`config.mk`:
```
export PLATFORM = sky130hd
export DESIGN_NAME = ins_fetch
export DESIGN_NICKNAME = d
export VERILOG_FILES = /design/src/rtl/ins_fetch.sv
export SDC_FILE = /design/constraint.sdc
export NUM_CORES = 1
export LEC_CHECK = 0
export CAP_MARGIN = 10
export CORE_AREA = 2 2 114 116
export CTS_BUF_LIST = sky130_fd_sc_hd__clkbuf_8
export DETAILED_ROUTE_END_ITERATION = 10
export DIE_AREA = 0 0 116 118
export PLACE_DENSITY_LB_ADDON = 0.2
export SKIP_LAST_GASP = 1
export SLEW_MARGIN = 40
export SYNTH_ARGS = -nofsm -noshare
export SYNTH_HDL_FRONTEND = slang
export SYNTH_SLANG_ARGS = --single-unit
```
`constraint.sdc`:
```
create_clock -name clk -period 3.6 [get_ports clk]
set_input_delay 0.72 -clock clk [delete_from_list [all_inputs] [get_ports clk]]
set_output_delay 0.72 -clock clk [all_outputs]
set_load 0.01 [all_outputs]
```
`src/rtl/ins_fetch.sv`:
```
// Instruction fetch stage: reads one word from wait-stated SRAM per PC address and
// hands it to IF-ID. Optional one-entry fetch cache enabled by defining FETCH_CACHE_EN.
module ins_fetch #(
  parameter int unsigned ADDR_W      = 18,
  parameter int unsigned WAIT_CYCLES = 2,
  parameter logic [31:0] NOP_INS     = 32'h0000_0000
) (
  input  logic              clk,
  input  logic              rst,
  input  logic [31:0]       insAddr_i,
  input  logic              flush_i,
  input  logic [31:0]       sramData_i,
  output logic [ADDR_W-1:0] sramAddr_o,
  output logic              sramCe_n_o,
  output logic              sramOe_n_o,
  output logic [31:0]       ins_o,
  output logic [31:0]       pcPlusOne_o,
  output logic              insValid_o,
  output logic              stallReq_o
);

  typedef enum logic [1:0] {StIdle, StAccess, StDone} state_e;

  localparam logic [3:0] CntInit = 4'(WAIT_CYCLES - 1);

  state_e            state_q, state_d;
  logic [3:0]        cnt_q, cnt_d;
  logic [31:0]       addr_q, addr_d;
  logic [ADDR_W-1:0] sram_addr_q, sram_addr_d;
  logic              strobe_n_q, strobe_n_d;
  logic [31:0]       ins_q, ins_d;
  logic [31:0]       pc_plus_one_q, pc_plus_one_d;
  logic              valid_q, valid_d;
  logic              out_of_range;
  logic              cache_hit;
  logic [31:0]       cache_data;
  logic              done_flush;

`ifdef FETCH_CACHE_EN
  logic        tag_valid_q, tag_valid_d;
  logic [31:0] tag_q, tag_d;
  logic [31:0] data_q, data_d;

  assign cache_hit  = tag_valid_q && (insAddr_i == tag_q);
  assign cache_data = data_q;
`else
  assign cache_hit  = 1'b0;
  assign cache_data = NOP_INS;
`endif

  assign out_of_range = (insAddr_i >> ADDR_W) != 32'd0;

  always_comb begin
    state_d       = state_q;
    cnt_d         = cnt_q;
    addr_d        = addr_q;
    sram_addr_d   = sram_addr_q;
    strobe_n_d    = strobe_n_q;
    ins_d         = ins_q;
    pc_plus_one_d = pc_plus_one_q;
    valid_d       = 1'b0;
`ifdef FETCH_CACHE_EN
    tag_valid_d   = tag_valid_q;
    tag_d         = tag_q;
    data_d        = data_q;
`endif
    unique case (state_q)
      StIdle: begin
        addr_d = insAddr_i;
        if (out_of_range) begin
          state_d       = StDone;
          ins_d         = NOP_INS;
          pc_plus_one_d = insAddr_i + 32'd1;
          valid_d       = 1'b1;
        end else if (cache_hit) begin
          state_d       = StDone;
          ins_d         = cache_data;
          pc_plus_one_d = insAddr_i + 32'd1;
          valid_d       = 1'b1;
        end else begin
          state_d     = StAccess;
          sram_addr_d = insAddr_i[ADDR_W-1:0];
          strobe_n_d  = 1'b0;
          cnt_d       = CntInit;
        end
      end
      StAccess: begin
        if (flush_i) begin
          // Jump resolved in ID: abandon the read, PC is already redirected.
          state_d    = StIdle;
          strobe_n_d = 1'b1;
          cnt_d      = 4'd0;
        end else if (cnt_q == 4'd0) begin
          state_d       = StDone;
          strobe_n_d    = 1'b1;
          ins_d         = sramData_i;
          pc_plus_one_d = addr_q + 32'd1;
          valid_d       = 1'b1;
`ifdef FETCH_CACHE_EN
          tag_valid_d   = 1'b1;
          tag_d         = addr_q;
          data_d        = sramData_i;
`endif
        end else begin
          cnt_d = cnt_q - 4'd1;
        end
      end
      StDone: begin
        state_d = StIdle;
        ins_d   = NOP_INS;
      end
      default: state_d = StIdle;
    endcase
  end

  always_ff @(posedge clk or negedge rst) begin
    if (!rst) begin
      state_q       <= StIdle;
      cnt_q         <= 4'd0;
      addr_q        <= 32'd0;
      sram_addr_q   <= '0;
      strobe_n_q    <= 1'b1;
      ins_q         <= NOP_INS;
      pc_plus_one_q <= 32'd0;
      valid_q       <= 1'b0;
    end else begin
      state_q       <= state_d;
      cnt_q         <= cnt_d;
      addr_q        <= addr_d;
      sram_addr_q   <= sram_addr_d;
      strobe_n_q    <= strobe_n_d;
      ins_q         <= ins_d;
      pc_plus_one_q <= pc_plus_one_d;
      valid_q       <= valid_d;
    end
  end

`ifdef FETCH_CACHE_EN
  always_ff @(posedge clk or negedge rst) begin
    if (!rst) begin
      tag_valid_q <= 1'b0;
      tag_q       <= 32'd0;
      data_q      <= 32'd0;
    end else begin
      tag_valid_q <= tag_valid_d;
      tag_q       <= tag_d;
      data_q      <= data_d;
    end
  end
`endif

  // A flush arriving while the result is on the bus kills it in the same cycle.
  assign done_flush  = (state_q == StDone) && flush_i;
  assign insValid_o  = valid_q && !done_flush;
  assign ins_o       = done_flush ? NOP_INS : ins_q;
  assign pcPlusOne_o = pc_plus_one_q;
  assign sramAddr_o  = sram_addr_q;
  assign sramCe_n_o  = strobe_n_q;
  assign sramOe_n_o  = strobe_n_q;
  assign stallReq_o  = (state_q != StDone);

endmodule
```
# Word level (Yosys, flattened, before mapping)
# Cells that the tools add are included.
[word_totals] output_inout_bits=86 elab_cells=59 input_bits=67 register_bits=122
[classes] n_eq_ne=9 bitwise=1 reduce_logical=13 muxes=25 n_addsub=3
[op_table] cell="2-to-1 mux 32 bit" n=7
[op_table] cell="case mux 32 bit (3 select lines)" n=1
[op_table] cell="adder 32 x 1 -> 32 bit (second input constant)" n=2
[op_table] cell="case mux 32 bit (2 select lines)" n=1
[op_table] cell="nonzero test 32 bit" n=1
[op_table] cell="2-to-1 mux 4 bit" n=3
[op_table] cell="!= test 2 bit (second input constant)" n=5
[op_table] cell="case mux 4 bit (2 select lines)" n=1
[op_table] cell="AND reduction 4 bit" n=2
[op_table] cell="2-to-1 mux 1 bit" n=6
[op_table] cell="2-to-1 mux 2 bit" n=3
[op_table] cell="!= test 3 bit (second input constant)" n=2
[op_table] cell="AND reduction 3 bit" n=2
[op_table] cell="logical NOT 4 bit" n=1
[op_table] cell="case mux 1 bit (2 select lines)" n=2
[op_table] cell="case mux 2 bit (2 select lines)" n=1
[op_table] cell="subtractor 4 x 1 -> 4 bit (second input constant)" n=1
[op_table] cell="nonzero test 3 bit" n=1
[op_table] cell="equality test 2 x 1 -> 1 bit (second input constant)" n=1
[op_table] cell="equality test 2 bit (second input constant)" n=1
[op_table] cell="logical AND 1 bit" n=2
[op_table] cell="logical NOT 2 bit" n=1
[op_table] cell="AND reduction 2 bit" n=1
[op_table] cell="nonzero test 2 bit" n=1
[op_table] cell="other kinds (2)" n=2

# Logic depth before layout (Yosys ltp)
[logic_depth] ltp_word=4 mapped_depth=16

# Worst setup path after synthesis
# Ideal clock, no wire load.
[synth_path] path_kind="register -> register" from="reg state_q[1]" to="reg pc_plus_one_q[30], in the netlist pcPlusOne_o[30]" path_slack_ps=421 arrival_ps=3043 stages_incl_launch_ff=15 setup_ps=137 required_time_ps=3463 cell_sequence="dfrtp_1 > and2b_1 > buf_2 > buf_1 > buf_2 > nand2_1 > nand2_1 > ha_1 > clkbuf_1 > nand4b_1 > o22ai_1 > nand3_2 > nor3_1 > and4_1 > o31ai_1"
[synth_between] elab_chain_cells=3 elab_cells_between_ends=8 classes_between="4 x eq/ne; 1 x mux; 3 x reduce/logical"
[synth_lines] item="from (decl)" line="26" source="state_e state_q, state_d;"
[synth_lines] item="from (signal assigned)" line="118" source="state_q <= StIdle;"
[synth_lines] item="from (signal assigned)" line="127" source="state_q <= state_d;"
[synth_lines] item="equality test 2 x 1 -> 1 bit / logical NOT 2 bit (equally long branches)" line="67" source="unique case (state_q)"
[synth_lines] item="!= test 2 bit (no source line) / nonzero test 2 bit (equally long branches)"
[synth_lines] item="AND reduction 4 bit (no source line)"
[synth_lines] item="to (signal assigned)" line="133" source="pc_plus_one_q <= pc_plus_one_d;"
[synth_lines] item="to (decl)" line="32" source="logic [31:0] pc_plus_one_q, pc_plus_one_d;"
# Parallel ways exist; a longest one is shown, timed or not.
# A chain may end at the register's enable or synchronous reset.

# Worst setup path after layout
[layout_path] from="reg state_q[0]" to="reg pc_plus_one_q[28], in the netlist pcPlusOne_o[28]"
# The elaborated chain is that of the path after synthesis.

==> results.yml <==
final_layout:
  instances_no_fill: 972
  diodes: 0
  drive_above_1_share: 0.155
  n_fill_cell: 1001
  area_growth_pct: 33.6
  finalNetCount: 857
  multi_input_area_um2: 3130
  regArea_um2: 3050
sta:
  fin_crit_sh: 0.877
  hold_violations: 0
  skew_ns: 0.00723
  fmax_mhz: 317
  rsz0062_at_grt: "false"
  final-setup-viol-count: 0
  drv_slew: 0
  setup_tns_ns: 0
  layout_min_cycle_time_ns: 3.16
  worst_pin_slew_ns: 0.678
  slew_headroom: 0.548
  whs_ns: 0.305
setup_path:
  crit_required_ns: 3.93
  worstSetupEndpointType: "flop"
  crit_slowest_cell: "dfrtp_1"
  path_buf_inv: 0
  path_cells: "nand2b_4, mux2_2, ha_1, nand4b_1, o22ai_1, nand3_2, nor4_2, nand3b_1, nand3_1"
  crit_arrival_ns: 3.48
  start_kind: "flop"
  cp_top_family: "simple AND/OR/NAND/NOR gates"
  crit_type: "reg -> reg"
  slowest_delay_ns: 0.65
  cp_max_fo: 10
logic_synthesis:
  syn_nets: 710
  ys_warn_count: 0
  syn_area_per_cell_um2: 9.94
  synth_cells: 640
  synthFlopType: "dfrtp_1"
  ys_ff_latch: 122
  synth_cell_types: 53
  yosysSeqAreaShare: 0.480
  synth-async-reset-ratio: 1.00
  syn_area_um2: 6360
  synth_edf_count: 0
clock_network:
  hold_buffers: 0
  clk_path_buf_depth: 2
  clkTransAtPathRegs_ns: 0.07
  cts_tree: "built"
  clock_latency_ns: 0.44
  cts.htree.levels: 4
  numCtsBuffers: 17
  clock-sinks: 122
  postCtsResizedCells: 0
  clockRootBuffer: "clkbuf_8"
  cts_setup_buffers: 0
die:
  num_rows: 41
  io_pins: 153
  die_w_um: 116
  core_area_um2: 12400
  start_util: 0.512
  die_h_um: 118
  die_area_um2: 13700
detailed_routing:
  wire_per_inst_um: 15.9
  dr.pass1.iters: 5
  drt_iter0_drc: 277
  vias: 5217
  drc_errors: 0
  postRouteAntennaNets: 0
  routed_via_density: 5.37
  drt_wl_total_um: 15400
place:
  place_congestion: 0.859
  hpwl_um: 11000
  numPortBuffers: 152
  placed_cells: 940
grt:
  grt_use_total: 0.233
  grt_overflow: 0
  grt_pass1_wl_um: 25100
  grt_pass1_vias: 5043
  antenna_found_initial: 0
  grt_max_degree: 58
power_and_ir_drop:
  ir_drop_mv: 0.447
  pwr_density_cell_nw_per_um2: 778
  total_leakage_power_nw: 3.67
run:
  drv_cap: 0
hold_path:
  min_path_type: "in -> async"
run_status:
  status: "finished clean"
==> sequential cells by signal, summed over array words and instances (netlist names) <==
register and cells:
cnt_q 4, ins_q 32, valid_q 1, sramCe_n_o 1, state_q 2, pcPlusOne_o 32, addr_q 32, sramAddr_o 18
==> final cells by class <==
| type | count | share of cell area |
|---|---|---|
| Clock buffer | 22 | 0.0356 |
| Timing Repair Buffer | 165 | 0.192 |
| Sequential cell | 122 | 0.359 |
| Tap cell | 172 | 0.0253 |
| Clock inverter | 10 | 0.0172 |
| Inverter | 6 | 0.00265 |
| Multi-Input combinational cell | 475 | 0.368 |
==> worst paths after layout <==
check / cells after the start / end / start / slack (ns)
setup / recovery: 9 / pcPlusOne_o[28]$_DFFE_PN0P_ / state_q[0]$_DFFE_PN0P_ / 0.44
hold reg to reg: 2 / ins_q[25]$_DFFE_PN0P_ / ins_q[25]$_DFFE_PN0P_ / 0.47
hold / removal: 1 / addr_q[28]$_DFFE_PN0N_ / rst / 0.31
min in group clk: 2 / ins_q[25]$_DFFE_PN0P_ / ins_q[25]$_DFFE_PN0P_ / 0.47
max in group asynchronous: 2 / sramCe_n_o$_DFFE_PN1P_ / rst / 2.38
setup reg to reg: 9 / pcPlusOne_o[28]$_DFFE_PN0P_ / state_q[0]$_DFFE_PN0P_ / 0.44
==> Yosys cell counts, drive strengths merged, types with 5 or more instances <==
library cell  instances  area share
nand3                11      0.0094
inv                   6      0.0035
nand2               148       0.087
nor4                  7       0.011
mux2                 57        0.10
nor2                 15      0.0088
mux2i                29       0.052
and2                 33       0.032
nand4                14       0.017
xor2                 10       0.014
nand2b                5      0.0061
clkbuf               20       0.012
o21ai                57       0.045
a21oi                11      0.0087
a211oi                5      0.0059
o31ai                 5      0.0083
nor3                 11      0.0087
dfrtp               121        0.48
xnor2                14       0.019
buf                  17       0.017
and3                 12       0.012
==> metrics by stage <==
step | utilization | setup slack [ns] | area [µm²] | power, mW
after floorplan | - | 0.421 | 6360 | 4.09
after global placement | 0.648 | 0.389 | 8050 | 5.18
after detailed placement | 0.648 | 0.222 | 8050 | 5.27
after CTS | 0.684 | 0.485 | 8490 | 6.65
after global routing | 0.685 | 0.237 | 8500 | 7.05
final | 0.685 | 0.443 | 8500 | 6.61
==> power by group <==
part           internal [mW]  switching [mW]  leakage (nW)
logic                   1.46            1.51          1.88
clock network          0.836           0.523         0.242
registers               1.90           0.371          1.55
total                   4.20            2.41          3.67
==> layer usage <==
metal	global-route usage	wire length [µm]	vias up
met5	0	0	-
met4	0.0915	291	0
met3	0.0597	912	25
met2	0.368	7270	168
met1	0.307	6940	2517
li1	-	-	2507
==> logic make-up (layout without fill, tap and decap cells) <==
group                      count (synthesis)  in the layout  synth area share
and+or+nand+nor                          271            271             0.211
DFF                                      122            122             0.480
AOI/OAI and AO/OA                         91             91            0.0846
muxes                                     86             86             0.153
buffers and inverters                     43            203            0.0324
xor gates and xnor gates                  24             24            0.0330
adders and majority gates                  3              3           0.00590
==> layout by cell type (no fill, tap or decap), types with 11 or more instances in the layout <==
| cell type | n |
|---|---|
| nor2_1 | 14 |
| o21ai_0 | 55 |
| and3_1 | 12 |
| and2_1 | 33 |
| nand2_1 | 148 |
| clkbuf_8 | 22 |
| mux2_2 | 57 |
| dfrtp_1 | 121 |
| nand4_1 | 12 |
| a21oi_1 | 11 |
| clkdlybuf4s50_1 | 151 |
| buf_4 | 13 |
| xnor2_1 | 14 |
| mux2i_1 | 23 |
(Power assumes the default switching activity.)
